$ cat config.mk
export PLATFORM = sky130hd
export DESIGN_NAME = z_core_encoder
export DESIGN_NICKNAME = d
export VERILOG_FILES = /design/src/rtl/z_core_pkg.sv /design/src/rtl/z_core_imm_pack.sv /design/src/rtl/z_core_encoder.sv
export SDC_FILE = /design/constraint.sdc
export NUM_CORES = 1
export LEC_CHECK = 0
export ABC_AREA = 0
export ABC_CLOCK_PERIOD_IN_PS = 4600
export CAP_MARGIN = 0
export CORE_ASPECT_RATIO = 0.75
export CORE_MARGIN = 5
export CORE_UTILIZATION = 48
export DETAILED_ROUTE_END_ITERATION = 8
export DONT_BUFFER_PORTS = 1
export SKIP_CTS_REPAIR_TIMING = 1
export SLEW_MARGIN = 10
export SYNTH_ARGS = -nofsm -noshare
export SYNTH_HDL_FRONTEND = slang
export SYNTH_SLANG_ARGS = --single-unit
$ cat constraint.sdc
create_clock -name clk -period 4.6 [get_ports clk]
set_input_delay 1.38 -clock clk [delete_from_list [all_inputs] [get_ports clk]]
set_output_delay 1.38 -clock clk [all_outputs]
set_load 0.02 [all_outputs]
$ cat src/rtl/z_core_pkg.sv
// -----------------------------------------------------------------------------
// z_core_pkg
// Shared definitions for the core instruction decoder and encoder:
//   - instruction format codes (FMT_R .. FMT_J); codes 6 and 7 are illegal
//   - RV32I major opcode constants
//   - canonical NOP word (addi x0, x0, 0)
//   - fmt_is_legal(): true for the six defined format codes
// -----------------------------------------------------------------------------
package z_core_pkg;

    typedef enum logic [2:0] {
        FMT_R = 3'd0,
        FMT_I = 3'd1,
        FMT_S = 3'd2,
        FMT_B = 3'd3,
        FMT_U = 3'd4,
        FMT_J = 3'd5
    } fmt_e;

    localparam logic [6:0] OP_LUI    = 7'h37;
    localparam logic [6:0] OP_JAL    = 7'h6F;
    localparam logic [6:0] OP_BRANCH = 7'h63;
    localparam logic [6:0] OP_STORE  = 7'h23;
    localparam logic [6:0] OP_OPIMM  = 7'h13;
    localparam logic [6:0] OP_OP     = 7'h33;

    localparam logic [31:0] NOP_INST = 32'h0000_0013;

    function automatic logic fmt_is_legal(input logic [2:0] fmt);
        return (fmt <= 3'(FMT_J));
    endfunction

endpackage

$ cat src/rtl/z_core_imm_pack.sv
// -----------------------------------------------------------------------------
// z_core_imm_pack
// Combinational immediate placement for the RV32I encoder.
// Scatters the immediate into its instruction-word bit positions for the
// selected format and reports which word bits belong to the immediate.
// The mask is what lets the encoder drop register/funct fields that the
// format does not carry.
//
// Optional feature (macro Z_ENC_RANGE_CHECK_EN):
//   defined   -> o_range_err flags immediates the format cannot represent
//   undefined -> o_range_err is tied low, no range logic is built
//
// Ports:
//   i_fmt        in  3   format code (0=R 1=I 2=S 3=B 4=U 5=J, 6/7 illegal)
//   i_imm        in  32  immediate (byte offset for B/J, full value for U)
//   o_imm_word   out 32  immediate bits in place, all other bits zero
//   o_imm_mask   out 32  1 where the word bit is taken from the immediate
//   o_range_err  out 1   immediate not representable in the format
// -----------------------------------------------------------------------------
module z_core_imm_pack
    import z_core_pkg::*;
(
    input  logic [2:0]  i_fmt,
    input  logic [31:0] i_imm,
    output logic [31:0] o_imm_word,
    output logic [31:0] o_imm_mask,
    output logic        o_range_err
);

    always_comb begin
        o_imm_word = '0;
        o_imm_mask = '0;
        case (i_fmt)
            FMT_I: begin
                o_imm_word = {i_imm[11:0], 20'b0};
                o_imm_mask = 32'hFFF0_0000;
            end
            FMT_S: begin
                o_imm_word = {i_imm[11:5], 13'b0, i_imm[4:0], 7'b0};
                o_imm_mask = 32'hFE00_0F80;
            end
            FMT_B: begin
                o_imm_word = {i_imm[12], i_imm[10:5], 13'b0,
                              i_imm[4:1], i_imm[11], 7'b0};
                o_imm_mask = 32'hFE00_0F80;
            end
            FMT_U: begin
                o_imm_word = {i_imm[31:12], 12'b0};
                o_imm_mask = 32'hFFFF_F000;
            end
            FMT_J: begin
                o_imm_word = {i_imm[20], i_imm[10:1], i_imm[11],
                              i_imm[19:12], 12'b0};
                o_imm_mask = 32'hFFFF_F000;
            end
            default: begin
                // R format and illegal codes carry no immediate
                o_imm_word = '0;
                o_imm_mask = '0;
            end
        endcase
    end

`ifdef Z_ENC_RANGE_CHECK_EN
    // True when v is the sign extension of its low w bits: after an
    // arithmetic shift by w-1 only the sign remains (all zeros or all ones).
    function automatic logic fits_signed(input logic [31:0] v, input int w);
        logic signed [31:0] sv;
        logic signed [31:0] sh;
        sv = signed'(v);
        sh = sv >>> (w - 1);
        return (sh == 32'sd0) || (sh == -32'sd1);
    endfunction

    always_comb begin
        o_range_err = 1'b0;
        case (i_fmt)
            FMT_I, FMT_S: o_range_err = !fits_signed(i_imm, 12);
            FMT_B:        o_range_err = !fits_signed(i_imm, 13) || i_imm[0];
            FMT_J:        o_range_err = !fits_signed(i_imm, 21) || i_imm[0];
            FMT_U:        o_range_err = |i_imm[11:0];
            default:      o_range_err = 1'b0;
        endcase
    end
`else
    assign o_range_err = 1'b0;
`endif

endmodule

$ cat src/rtl/z_core_encoder.sv
// -----------------------------------------------------------------------------
// z_core_encoder
// Packs opcode, register indices, funct fields and an immediate into a 32-bit
// RV32I instruction word. Two-stage valid/ready pipeline, one word per cycle,
// two cycles from accept to out_valid when unstalled.
//
// Optional feature (macro Z_ENC_RANGE_CHECK_EN): immediate range checking
// in z_core_imm_pack. Illegal format codes always give NOP_WORD with out_err.
//
// Parameters:
//   CNT_W     width of the emitted-word counter
//   NOP_WORD  word emitted for an illegal format code
//
// Ports:
//   clk        in  1      core clock
//   rst        in  1      asynchronous active-high reset
//   in_valid   in  1      request valid
//   in_ready   out 1      encoder accepts a request this cycle
//   fmt        in  3      0=R 1=I 2=S 3=B 4=U 5=J, 6/7 illegal
//   op         in  7      opcode, inst[6:0]
//   rd         in  5      destination register
//   rs1        in  5      source register 1
//   rs2        in  5      source register 2
//   funct3     in  3      function field
//   funct7     in  7      function field (R only)
//   imm        in  32     immediate
//   out_valid  out 1      encoded word valid
//   out_ready  in  1      consumer accepts word
//   inst       out 32     encoded instruction
//   out_err    out 1      immediate out of range or illegal fmt
//   enc_count  out CNT_W  words accepted by the consumer (wraps)
// -----------------------------------------------------------------------------
module z_core_encoder
    import z_core_pkg::*;
#(
    parameter int          CNT_W    = 16,
    parameter logic [31:0] NOP_WORD = NOP_INST
) (
    input  logic             clk,
    input  logic             rst,
    input  logic             in_valid,
    output logic             in_ready,
    input  logic [2:0]       fmt,
    input  logic [6:0]       op,
    input  logic [4:0]       rd,
    input  logic [4:0]       rs1,
    input  logic [4:0]       rs2,
    input  logic [2:0]       funct3,
    input  logic [6:0]       funct7,
    input  logic [31:0]      imm,
    output logic             out_valid,
    input  logic             out_ready,
    output logic [31:0]      inst,
    output logic             out_err,
    output logic [CNT_W-1:0] enc_count
);

    logic             w_s1_load;
    logic             w_s2_load;

    logic [31:0]      w_imm_word;
    logic [31:0]      w_imm_mask;
    logic             w_range_err;
    logic             w_fmt_illegal;

    logic             r_vld_p1;
    logic [31:0]      r_imm_word_p1;
    logic [31:0]      r_imm_mask_p1;
    logic [6:0]       r_op_p1;
    logic [4:0]       r_rd_p1;
    logic [4:0]       r_rs1_p1;
    logic [4:0]       r_rs2_p1;
    logic [2:0]       r_funct3_p1;
    logic [6:0]       r_funct7_p1;
    logic             r_illegal_p1;
    logic             r_err_p1;

    logic [31:0]      w_fields_p1;
    logic [31:0]      w_word_p1;

    logic             r_vld_p2;
    logic [31:0]      r_inst_p2;
    logic             r_err_p2;
    logic [CNT_W-1:0] r_cnt;

    // Handshake: each stage may load when it is empty or its content moves on
    assign w_s2_load = !r_vld_p2 || out_ready;
    assign w_s1_load = !r_vld_p1 || w_s2_load;
    assign in_ready  = w_s1_load;

    z_core_imm_pack u_imm_pack (
        .i_fmt       (fmt),
        .i_imm       (imm),
        .o_imm_word  (w_imm_word),
        .o_imm_mask  (w_imm_mask),
        .o_range_err (w_range_err)
    );

    assign w_fmt_illegal = !fmt_is_legal(fmt);

    // ---- stage 1: request fields, placed immediate, error flag ----
    always_ff @(posedge clk or posedge rst) begin
        if (rst) begin
            r_vld_p1 <= 1'b0;
        end else if (w_s1_load) begin
            r_vld_p1 <= in_valid;
        end
    end

    always_ff @(posedge clk) begin
        if (w_s1_load && in_valid) begin
            r_imm_word_p1 <= w_imm_word;
            r_imm_mask_p1 <= w_imm_mask;
            r_op_p1       <= op;
            r_rd_p1       <= rd;
            r_rs1_p1      <= rs1;
            r_rs2_p1      <= rs2;
            r_funct3_p1   <= funct3;
            r_funct7_p1   <= funct7;
            r_illegal_p1  <= w_fmt_illegal;
            r_err_p1      <= w_fmt_illegal || w_range_err;
        end
    end

    // Fields sit at their fixed RV32I positions; wherever the format puts
    // immediate bits instead, the immediate mask knocks the field out, so
    // unused inputs can never leak into the word.
    assign w_fields_p1 = {r_funct7_p1, r_rs2_p1, r_rs1_p1,
                          r_funct3_p1, r_rd_p1, r_op_p1};
    assign w_word_p1   = r_illegal_p1 ? NOP_WORD
                       : ((w_fields_p1 & ~r_imm_mask_p1) | r_imm_word_p1);

    // ---- stage 2: assembled word and flag, held while stalled ----
    always_ff @(posedge clk or posedge rst) begin
        if (rst) begin
            r_vld_p2  <= 1'b0;
            r_inst_p2 <= '0;
            r_err_p2  <= 1'b0;
        end else if (w_s2_load) begin
            r_vld_p2 <= r_vld_p1;
            if (r_vld_p1) begin
                r_inst_p2 <= w_word_p1;
                r_err_p2  <= r_err_p1;
            end
        end
    end

    always_ff @(posedge clk or posedge rst) begin
        if (rst) begin
            r_cnt <= '0;
        end else if (r_vld_p2 && out_ready) begin
            r_cnt <= r_cnt + 1'b1;
        end
    end

    assign out_valid = r_vld_p2;
    assign inst      = r_inst_p2;
    assign out_err   = r_err_p2;
    assign enc_count = r_cnt;

endmodule

==> results.cfg, run 1 <==
[cells_and_area]
layout-drive-gt1-share = 0.109
final_cell_mix = sky130_fd_sc_hd__edfxtp_1, sky130_fd_sc_hd__dfrtp_1, sky130_fd_sc_hd__nand2_1
most_common_cell_after_layout_fill_and_taps_aside = sky130_fd_sc_hd__edfxtp_1
finalInstanceArea_um2 = 5100
fillers = 751
flow.area_growth_from_synthesis_pct = 14.6
design.final.nets = 416

[logic_synthesis]
main_combinational_cell_family_by_area_after_synthesis = simple AND/OR/NAND/NOR gates
yosys.area_share.adder = 0.00281
post_synth_xor_area_fraction = 0.0295
yosysWarningCount = 0
synth_seq_area_share = 0.705
syn_nets = 412
post_synth_inst_count = 340
synth.lib_cells_used.distinct = 31
synth_compound_area_frac = 0.111
synth_simple_gate_area_share = 0.115
mappedNetlistArea_um2 = 4450
synth_mux_area_frac = 0.0118
post_synthesis_sequential_element_count = 113
syn-mean-instance-area_um2 = 13.1

[setup_path]
timing.critical_path.slowest_stage_cell = sky130_fd_sc_hd__nand3b_1
type_of_element_launching_the_critical_path = primary input
criticalPathCategory = in2out
path_cells = nand3b_1
timing.critical_path.max_delay_family = simple AND/OR/NAND/NOR gates
crit_required_ns = 3.22
crit_path_end_kind = output port
cp_max_fo = 5
cp_buf_inv_count = 0
cp.arrival_ns = 1.67
worst_path_largest_cell_delay_ns = 0.29

[placed_design]
gp_routability_congestion = 0.764
place_area_um2 = 4550
portBuffers = 0
dp.final_hpwl_mm = 6.05

[sta]
finalMaxSlewViolations = 0
worst_slew_margin_rel = 0.235
timing.final.crit_share = 0.664
fin_crit_ns = 3.05
final_clock_skew_ns = 0.00723
report.final.setup_viol = 0
worst-slew-pin-transition_ns = 1.15
grt_setup_unrepaired = no
timing.final.hold_violations = 0
timing.setup.tns_ns = 0
fmax_mhz = 327

[cts]
cts_root_buffer = sky130_fd_sc_hd__clkbuf_16
cts.htree.levels = 4
path_clk_slew_ns = 0.05
cts_tree = yes
clkSinkCount = 113
clock_tree_buf_depth = 2
cts_buffer_count = 17
clock_latency_on_the_worst_skew_pair_ns = 0.40

[drt]
drc = 0
number_of_optimization_iterations_in_the_first_detailed_route_pass = 4
detailedRoute.firstIterationViolations = 180
drt.antenna.violating_nets = 0
wl_final_mm = 8.81
via_per_inst = 5.26
average_detailed_routed_wire_length_per_instance_um = 18.1
routed-via-count = 2557

[global_routing]
grt_util_all_layers = 0.164
grt_pass1_vias = 2496
grt_overflow = 0
pin_count_of_the_biggest_net_entering_global_routing = 52
antenna_found_initial = 0
grt_first_pass_wirelength_mm = 13.8

[run_status]
status = completed

[job]
max-cap-violations = 0

[die]
die-width_um = 121
io_pins = 122
die_h_um = 93.4
rows = 30
die_area_um2 = 11300
placeableCoreArea_um2 = 9050
start_util = 0.492

[power]
power.density_cell_area_nw_per_um2 = 538
static-leakage-power_nw = 2.02
irDropWorstVdd_uv = 258

[hold_path]
min-delay-path-class = reg2reg
## power by group
group	internal (W)	total (W)	switching, W
Clock	0.000772	0.00118	0.000410
Combinational	0.0000731	0.000176	0.000103
Sequential	0.00119	0.00139	0.000195
## kinds of logic after synthesis
kind of cell,after synthesis
adder cells (fa/ha/maj),1
AO/OA/AOI/OAI,79
buffers and inverters,24
AND/OR/NAND/NOR,103
flip-flops,113
multiplexers,5
XOR/XNOR,15
## cell usage after synthesis (all sizes together)
cell type | count | area share
edfxtp | 62 | 0.42
dfrtp | 51 | 0.29
nand2 | 47 | 0.040
a21oi | 28 | 0.031
o31ai | 25 | 0.043
nor2 | 19 | 0.017
and2 | 14 | 0.020
o21ai | 14 | 0.016
buf | 11 | 0.014
xnor2 | 11 | 0.022
a22oi | 10 | 0.017
nand2b | 8 | 0.011
inv | 7 | 0.0059
clkbuf | 6 | 0.0051
nand4 | 6 | 0.013
nand3 | 4 | 0.0045
xor2 | 4 | 0.0079
mux2i | 3 | 0.0067
mux2 | 2 | 0.0051
nor2b | 2 | 0.0028
a211oi | 1 | 0.0017
a221oi | 1 | 0.0020
ha | 1 | 0.0028
nand3b | 1 | 0.0017
nor3 | 1 | 0.0037
or2 | 1 | 0.0020
## worst paths after layout
path / cells past startpoint / to / from / slack [ns]
hold reg to reg: 1 / out_valid / r_vld_p1 / 0.51
setup reg to reg: 3 / r_imm_word_p1[21] / out_valid / 2.38
setup / recovery: 1 / in_ready / out_ready / 1.55
hold / removal: 1 / out_valid / r_vld_p1 / 0.51
min in group asynchronous: 1 / inst[14] / rst / 1.02
max in group asynchronous: 1 / inst[27] / rst / 3.05
## metal layers
metal	track usage	share of wire	vias to the layer above
li1	-	-	1233
met5	0	0	-
met3	0.0719	0.079	8
met2	0.237	0.47	83
met4	0.0756	0.012	0
met1	0.213	0.44	1233
## per-stage QoR
| stage | hold slack [ns] | cells | power, W | util | setup WS [ns] |
|---|---|---|---|---|---|
| 2_1_floorplan | 0.457 | 340 | 0.00153 | - | 1.03 |
| 3_3_place_gp | 0.491 | 453 | 0.00158 | 0.502 | 1.54 |
| 3_5_place_dp | 0.501 | 453 | 0.00159 | 0.502 | 1.52 |
| 4_1_cts | 0.516 | 485 | 0.00278 | 0.563 | 1.54 |
| 5_1_grt | 0.529 | 485 | 0.00286 | 0.563 | 1.53 |
| 6_report | 0.509 | 486 | 0.00275 | 0.564 | 1.55 |
## sequential cells by signal, indices dropped and copies added, names as in the netlist
name           cells
r_funct3_p1        3
r_err_p1           1
r_rd_p1            5
enc_count         16
inst              32
r_imm_word_p1     25
r_funct7_p1        7
r_vld_p1           1
out_valid          1
r_rs1_p1           5
out_err            1
r_op_p1            7
r_rs2_p1           5
r_imm_mask_p1      4
## area by class of cell
cell class                      count  area, um^2  share of cell area
Clock inverter                      5        26.3             0.00515
Tap cell                          128         160              0.0314
Antenna cell                        1        2.50            0.000491
Multi-Input combinational cell    203        1210               0.237
Sequential cell                   113        3140               0.615
Timing Repair Buffer                2        15.0             0.00294
Clock buffer                       27         524               0.103
Inverter                            7        27.5             0.00540
Note: power is estimated with default switching activity, not from simulation.
==> run 2, diff against run 1 <==
--- a/config.mk
+++ b/config.mk
@@ -5,8 +5,8 @@
 export SDC_FILE = /design/constraint.sdc
 export NUM_CORES = 1
 export LEC_CHECK = 0
-export ABC_AREA = 0
-export ABC_CLOCK_PERIOD_IN_PS = 4600
+export ABC_AREA = 1
+export ABC_CLOCK_PERIOD_IN_PS = 3100
 export CAP_MARGIN = 0
 export CORE_ASPECT_RATIO = 0.75
 export CORE_MARGIN = 5
==> constraint.sdc (replaced) <==
create_clock -name clk -period 3.1 [get_ports clk]
set_input_delay 0.93 -clock clk [delete_from_list [all_inputs] [get_ports clk]]
set_output_delay 0.93 -clock clk [all_outputs]
set_load 0.02 [all_outputs]
==> run 2 against run 1 <==
Effect of this change:
- combinational power increased by 120%
- critical endpoint unchanged
- largest power group unchanged
- hold slack got worse by 0.041 ns
- area after synthesis increased by 1.6%
- register-to-register slack got worse by 0.99 ns
- wire length increased by 8.0%
- non-clock buffer count increased by 1
- flip-flop and latch count unchanged
==> results.cfg, run 2 <==
[run_status]
status = completed

[power]
irDropWorstVdd_uv = 497
report.power.total_w = 0.00433
power.density_cell_area_nw_per_um2 = 830
static-leakage-power_nw = 2.26

[setup_path]
cp_buf_inv_count = 1
r2r_setup_slack_ns = 1.39
crit_path_end_kind = output port
cp_max_fo = 3
type_of_element_launching_the_critical_path = primary input
timing.critical_path.slowest_stage_cell = sky130_fd_sc_hd__nand3_1
timing.critical_path.max_delay_family = simple AND/OR/NAND/NOR gates
worst_path_largest_cell_delay_ns = 0.26
cp.arrival_ns = 1.25
criticalPathCategory = in2out
path_cells = inv_1 > nand3_1
crit_required_ns = 2.17

[die]
rows = 30
die_area_um2 = 11500
io_pins = 122
start_util = 0.496
die-width_um = 122
die_h_um = 94.1
placeableCoreArea_um2 = 9120

[logic_synthesis]
synth.top_cells.by_area = sky130_fd_sc_hd__edfxtp_1, sky130_fd_sc_hd__dfrtp_1, sky130_fd_sc_hd__nand2_1, sky130_fd_sc_hd__o21ai_2, sky130_fd_sc_hd__inv_1
post_synth_inst_count = 368
synthTopCellsByCount = sky130_fd_sc_hd__nand2_1, sky130_fd_sc_hd__edfxtp_1, sky130_fd_sc_hd__dfrtp_1
synth.lib_cells_used.distinct = 31
mappedNetlistArea_um2 = 4520
synth-edff-count = 62
yosysWarningCount = 0
synth_async_reset_ratio = 0.451
syn-mean-instance-area_um2 = 12.3
most_numerous_cell_in_the_yosys_netlist = sky130_fd_sc_hd__nand2_1
yosysTopAreaCell = sky130_fd_sc_hd__edfxtp_1
synth_top_area_frac = 0.412
syn_nets = 440
ys_dominant_reg_cell = sky130_fd_sc_hd__edfxtp_1
post_synthesis_sequential_element_count = 113
synth_seq_area_share = 0.694

[cells_and_area]
num_antenna_cells = 0
largest_register_ffs = 32
flow.area_growth_from_synthesis_pct = 15.2
layout.core_utilization = 0.571
layout.area.seq_um2 = 3140
final_cell_mix = sky130_fd_sc_hd__nand2_1, sky130_fd_sc_hd__edfxtp_1, sky130_fd_sc_hd__dfrtp_1
most_common_cell_after_layout_fill_and_taps_aside = sky130_fd_sc_hd__nand2_1
layout-drive-gt1-share = 0.172
multi_input_comb_area_um2 = 1180
design.final.nets = 454
fillers = 792
finalInstanceArea_um2 = 5210

[global_routing]
antenna_found_initial = 1
pin_count_of_the_biggest_net_entering_global_routing = 63
grt_overflow = 0
grt_util_all_layers = 0.177
grt_pass1_vias = 2734
grt_first_pass_wirelength_mm = 14.7

[cts]
cts.htree.levels = 4
cts_tree = yes
clkSinkCount = 113
path_clk_slew_ns = 0.05
cts_buffer_count = 17
cts_root_buffer = sky130_fd_sc_hd__clkbuf_16
clock_latency_on_the_worst_skew_pair_ns = 0.41
clock_tree_buf_depth = 2

[drt]
drt.antenna.violating_nets = 0
via_per_inst = 5.11
wl_final_mm = 9.51
detailedRoute.firstIterationViolations = 170
drc = 0
post_route_met1_wirelength_mm = 4.16
number_of_optimization_iterations_in_the_first_detailed_route_pass = 4
routed-via-count = 2674
wl_met3_um = 841
top_layer_used = met5
average_detailed_routed_wire_length_per_instance_um = 18.2
detailroute.wirelength.met2_mm = 4.37

[job]
max-cap-violations = 0

[sta]
finalMaxSlewViolations = 0
worst_slew_margin_rel = 0.465
timing.setup.tns_ns = 0
timing.final.hold_violations = 0
worst-slew-pin-transition_ns = 0.799
hold_slack_ns = 0.468
report.final.setup_viol = 0
timing.final.crit_share = 0.703
fin_crit_ns = 2.18
fmax_mhz = 459
grt_setup_unrepaired = no
final_clock_skew_ns = 0.00760

[placed_design]
dp.final_hpwl_mm = 6.64
gp_routability_congestion = 0.734
place_area_um2 = 4660
portBuffers = 0

[hold_path]
min-delay-path-class = in2async
[run 2: area by class of cell]
cell class / instances / area share
Clock buffer: 25 / 0.0932
Clock inverter: 7 / 0.0115
Inverter: 40 / 0.0293
Multi-Input combinational cell: 207 / 0.226
Sequential cell: 113 / 0.602
Tap cell: 128 / 0.0307
Timing Repair Buffer: 3 / 0.00672
[run 2: logic make-up after synthesis]
group,after synthesis,share of synthesized area
adders and majority gates,1,0.00277
AOI/OAI and AO/OA,71,0.108
DFF,113,0.694
buffers and inverters,48,0.0456
and+or+nand+nor,125,0.130
xor gates and xnor gates,10,0.0194
[run 2: path summary, 6_finish.rpt]
| path | cells after the start | end | from |
|---|---|---|---|
| worst max-delay path | 2 | in_ready | out_ready |
| worst min-delay path | 1 | enc_count[11] | rst |
| worst max register to register | 4 | r_rs1_p1[2] | out_valid |
| worst min register to register | 1 | inst[5] | r_op_p1[5] |
| max in group asynchronous | 2 | inst[3] | rst |
| min in group clk | 1 | inst[5] | r_op_p1[5] |
[run 2: layer usage]
layer	up-vias	GRT usage
met1	1292	0.223
met4	2	0.0727
met5	-	0
met2	83	0.260
li1	1286	-
met3	11	0.0885
[run 2: metrics by stage]
| step | worst slack (ns) | std cells |
|---|---|---|
| 6_report | 0.920 | 523 |
| 5_1_grt | 0.842 | 523 |
| 4_1_cts | 0.898 | 523 |
| 3_5_place_dp | 0.925 | 491 |
| 3_3_place_gp | 0.934 | 491 |
| 2_1_floorplan | 0.173 | 368 |
[run 2: report_power, final]
group          internal, W  leakage (nW)  total (W)  switching, W
Sequential         0.00182          1.26    0.00217      0.000352
Combinational     0.000138         0.726   0.000389      0.000251
Clock              0.00115         0.275    0.00177      0.000615
==> run 3, diff against run 2 <==
--- a/config.mk
+++ b/config.mk
@@ -6,13 +6,14 @@
 export NUM_CORES = 1
 export LEC_CHECK = 0
 export ABC_AREA = 1
-export ABC_CLOCK_PERIOD_IN_PS = 3100
+export ABC_CLOCK_PERIOD_IN_PS = 1800
 export CAP_MARGIN = 0
 export CORE_ASPECT_RATIO = 0.75
 export CORE_MARGIN = 5
 export CORE_UTILIZATION = 48
 export DETAILED_ROUTE_END_ITERATION = 8
 export DONT_BUFFER_PORTS = 1
+export PLACE_DENSITY = 0.65
 export SKIP_CTS_REPAIR_TIMING = 1
 export SLEW_MARGIN = 10
 export SYNTH_ARGS = -nofsm -noshare
==> constraint.sdc (replaced) <==
create_clock -name clk -period 1.8 [get_ports clk]
set_input_delay 0.54 -clock clk [delete_from_list [all_inputs] [get_ports clk]]
set_output_delay 0.54 -clock clk [all_outputs]
set_load 0.02 [all_outputs]
==> run 3 against run 2 <==
Effect of this change:
- via count increased by 0.37%
- setup slack lost 0.71 ns
- global-route usage fell by 0.94 points
- register-to-register slack lost 1.1 ns
- sequential share of layout area decreased by 0.73 points
- combinational power rose by 77%
- wire length is 3.9% lower
- die area is the same
- non-clock buffer count grew 2
- flip-flop and latch count is the same
==> results.cfg, run 3 (synthesis results as in run 2) <==
[hold_path]
timing.hold.worst_path_depth = 0
timing.hold.worst_endpoint = r_rs1_p1[0]
hold_start = rs1[0]
min-delay-path-class = in2reg

[cts]
cts.htree.levels = 4
cts_tree = yes
clkSinkCount = 113
cts_root_buffer = sky130_fd_sc_hd__clkbuf_16
path_clk_slew_ns = 0.05
clock_latency_on_the_worst_skew_pair_ns = 0.40
clock_tree_buf_depth = 2
cts_buffer_count = 17

[placed_design]
portBuffers = 0
dp.final_hpwl_mm = 6.44
gp_routability_congestion = 0.802

[die]
die_area_um2 = 11500
placeableCoreArea_um2 = 9120
die-width_um = 122
start_util = 0.496
io_pins = 122
rows = 30
die_h_um = 94.1

[power]
power.density_cell_area_nw_per_um2 = 1410
report.power.total_w = 0.00741
irDropWorstVdd_uv = 777
static-leakage-power_nw = 2.26

[drt]
average_detailed_routed_wire_length_per_instance_um = 17.4
routed-via-count = 2684
drc = 0
number_of_optimization_iterations_in_the_first_detailed_route_pass = 4
drt.antenna.violating_nets = 0
wl_final_mm = 9.14
detailedRoute.firstIterationViolations = 193
via_per_inst = 5.11

[global_routing]
pin_count_of_the_biggest_net_entering_global_routing = 63
grt_overflow = 0
grt_util_all_layers = 0.168
grt_first_pass_wirelength_mm = 14.1
antenna_found_initial = 0
grt_pass1_vias = 2680

[cells_and_area]
fillers = 749
largest_register_ffs = 32
layout-drive-gt1-share = 0.189
final_cell_mix = sky130_fd_sc_hd__nand2_1, sky130_fd_sc_hd__edfxtp_1, sky130_fd_sc_hd__dfrtp_1
flow.area_growth_from_synthesis_pct = 16.7
design.final.nets = 456
num_antenna_cells = 0
layout.core_utilization = 0.578

[setup_path]
critical_path.reg2reg.endpoint = enc_count[12]
cp.arrival_ns = 1.05
timing.critical_path.slowest_stage_cell = sky130_fd_sc_hd__dfrtp_2
type_of_element_launching_the_critical_path = register
worst_path_largest_cell_delay_ns = 0.48
ff2ff_path_depth = 8
criticalPathCategory = reg2out
regToRegStartpoint = enc_count[1]
r2r_setup_slack_ns = 0.33
crit_required_ns = 1.26
cp_max_fo = 4
timing.critical_path.max_delay_family = flip-flops
crit_path_end_kind = output port
path_cells = nand3_4
cp_buf_inv_count = 0

[job]
max-cap-violations = 0

[sta]
fmax_mhz = 628
timing.final.hold_violations = 0
grt_setup_unrepaired = no
timing.final.crit_share = 0.884
fin_crit_ns = 1.59
final_clock_skew_ns = 0.00798
timing.setup.tns_ns = 0
worst-slew-pin-transition_ns = 0.478
hold_slack_ns = 0.229
finalMaxSlewViolations = 0
report.final.setup_viol = 0
worst_slew_margin_rel = 0.678

[run_status]
status = completed
[run 3: changes by cell type in the layout (fill, tap and decap cells not counted), sizes merged]
cell and delta:
clkbuf -3, bufinv -1, inv -1, buf +1, clkinvlp +5, dlygate4sd3 +1
[run 3: power breakdown]
| group | leakage [nW] | internal [W] | total, W | switching, W |
|---|---|---|---|---|
| logic | 0.740 | 0.000252 | 0.000688 | 0.000435 |
| registers | 1.26 | 0.00313 | 0.00373 | 0.000602 |
| clock network | 0.260 | 0.00189 | 0.00299 | 0.00110 |
| total | 2.26 | 0.00527 | 0.00741 | 0.00214 |
[run 3: worst reg2reg max path, delay by kind of cell (launching register included)]
family | cells | cell delay (ns)
and+or+nand+nor | 6 | 0.53
adders and majority gates | 1 | 0.21
buffers and inverters | 1 | 0.07
DFF | 1 | 0.54
[run 3: per-layer routing]
layer  GRT usage  part of all wire  vias to the layer above
met4      0.0587            0.0077                        0
li1            -                 -                     1295
met1       0.211              0.43                     1280
met3      0.0885             0.089                        8
met5           0                 0                        -
met2       0.249              0.47                      101
[run 3: cell type report]
class	instances	area [um^2]	share of cell area
flip-flops and latches	113	3140	0.595
multi-input cells	207	1200	0.227
clock buffers	22	485	0.0920
inverters	40	169	0.0320
well taps	128	160	0.0304
repair buffers	5	65.1	0.0123
clock inverters	10	58.8	0.0111
[run 3: through the flow]
stage,std cells,setup slack (ns),area (um^2)
2_1_floorplan,368,-0.261,4560
3_3_place_gp,492,0.321,4720
3_5_place_dp,492,0.293,4720
4_1_cts,524,0.180,5270
5_1_grt,525,0.163,5280
6_report,525,0.208,5280
[run 3: worst max-delay path by stage]
stage	end	from	slack [ns]	depth (start not counted)
floorplan	r_err_p1	out_ready	-0.26	4
global placement	inst[0]	out_ready	0.32	6
CTS	in_ready	out_valid	0.18	1
finish	in_ready	out_valid	0.21	1
global route	in_ready	out_valid	0.16	1
detailed placement	inst[31]	out_ready	0.29	6
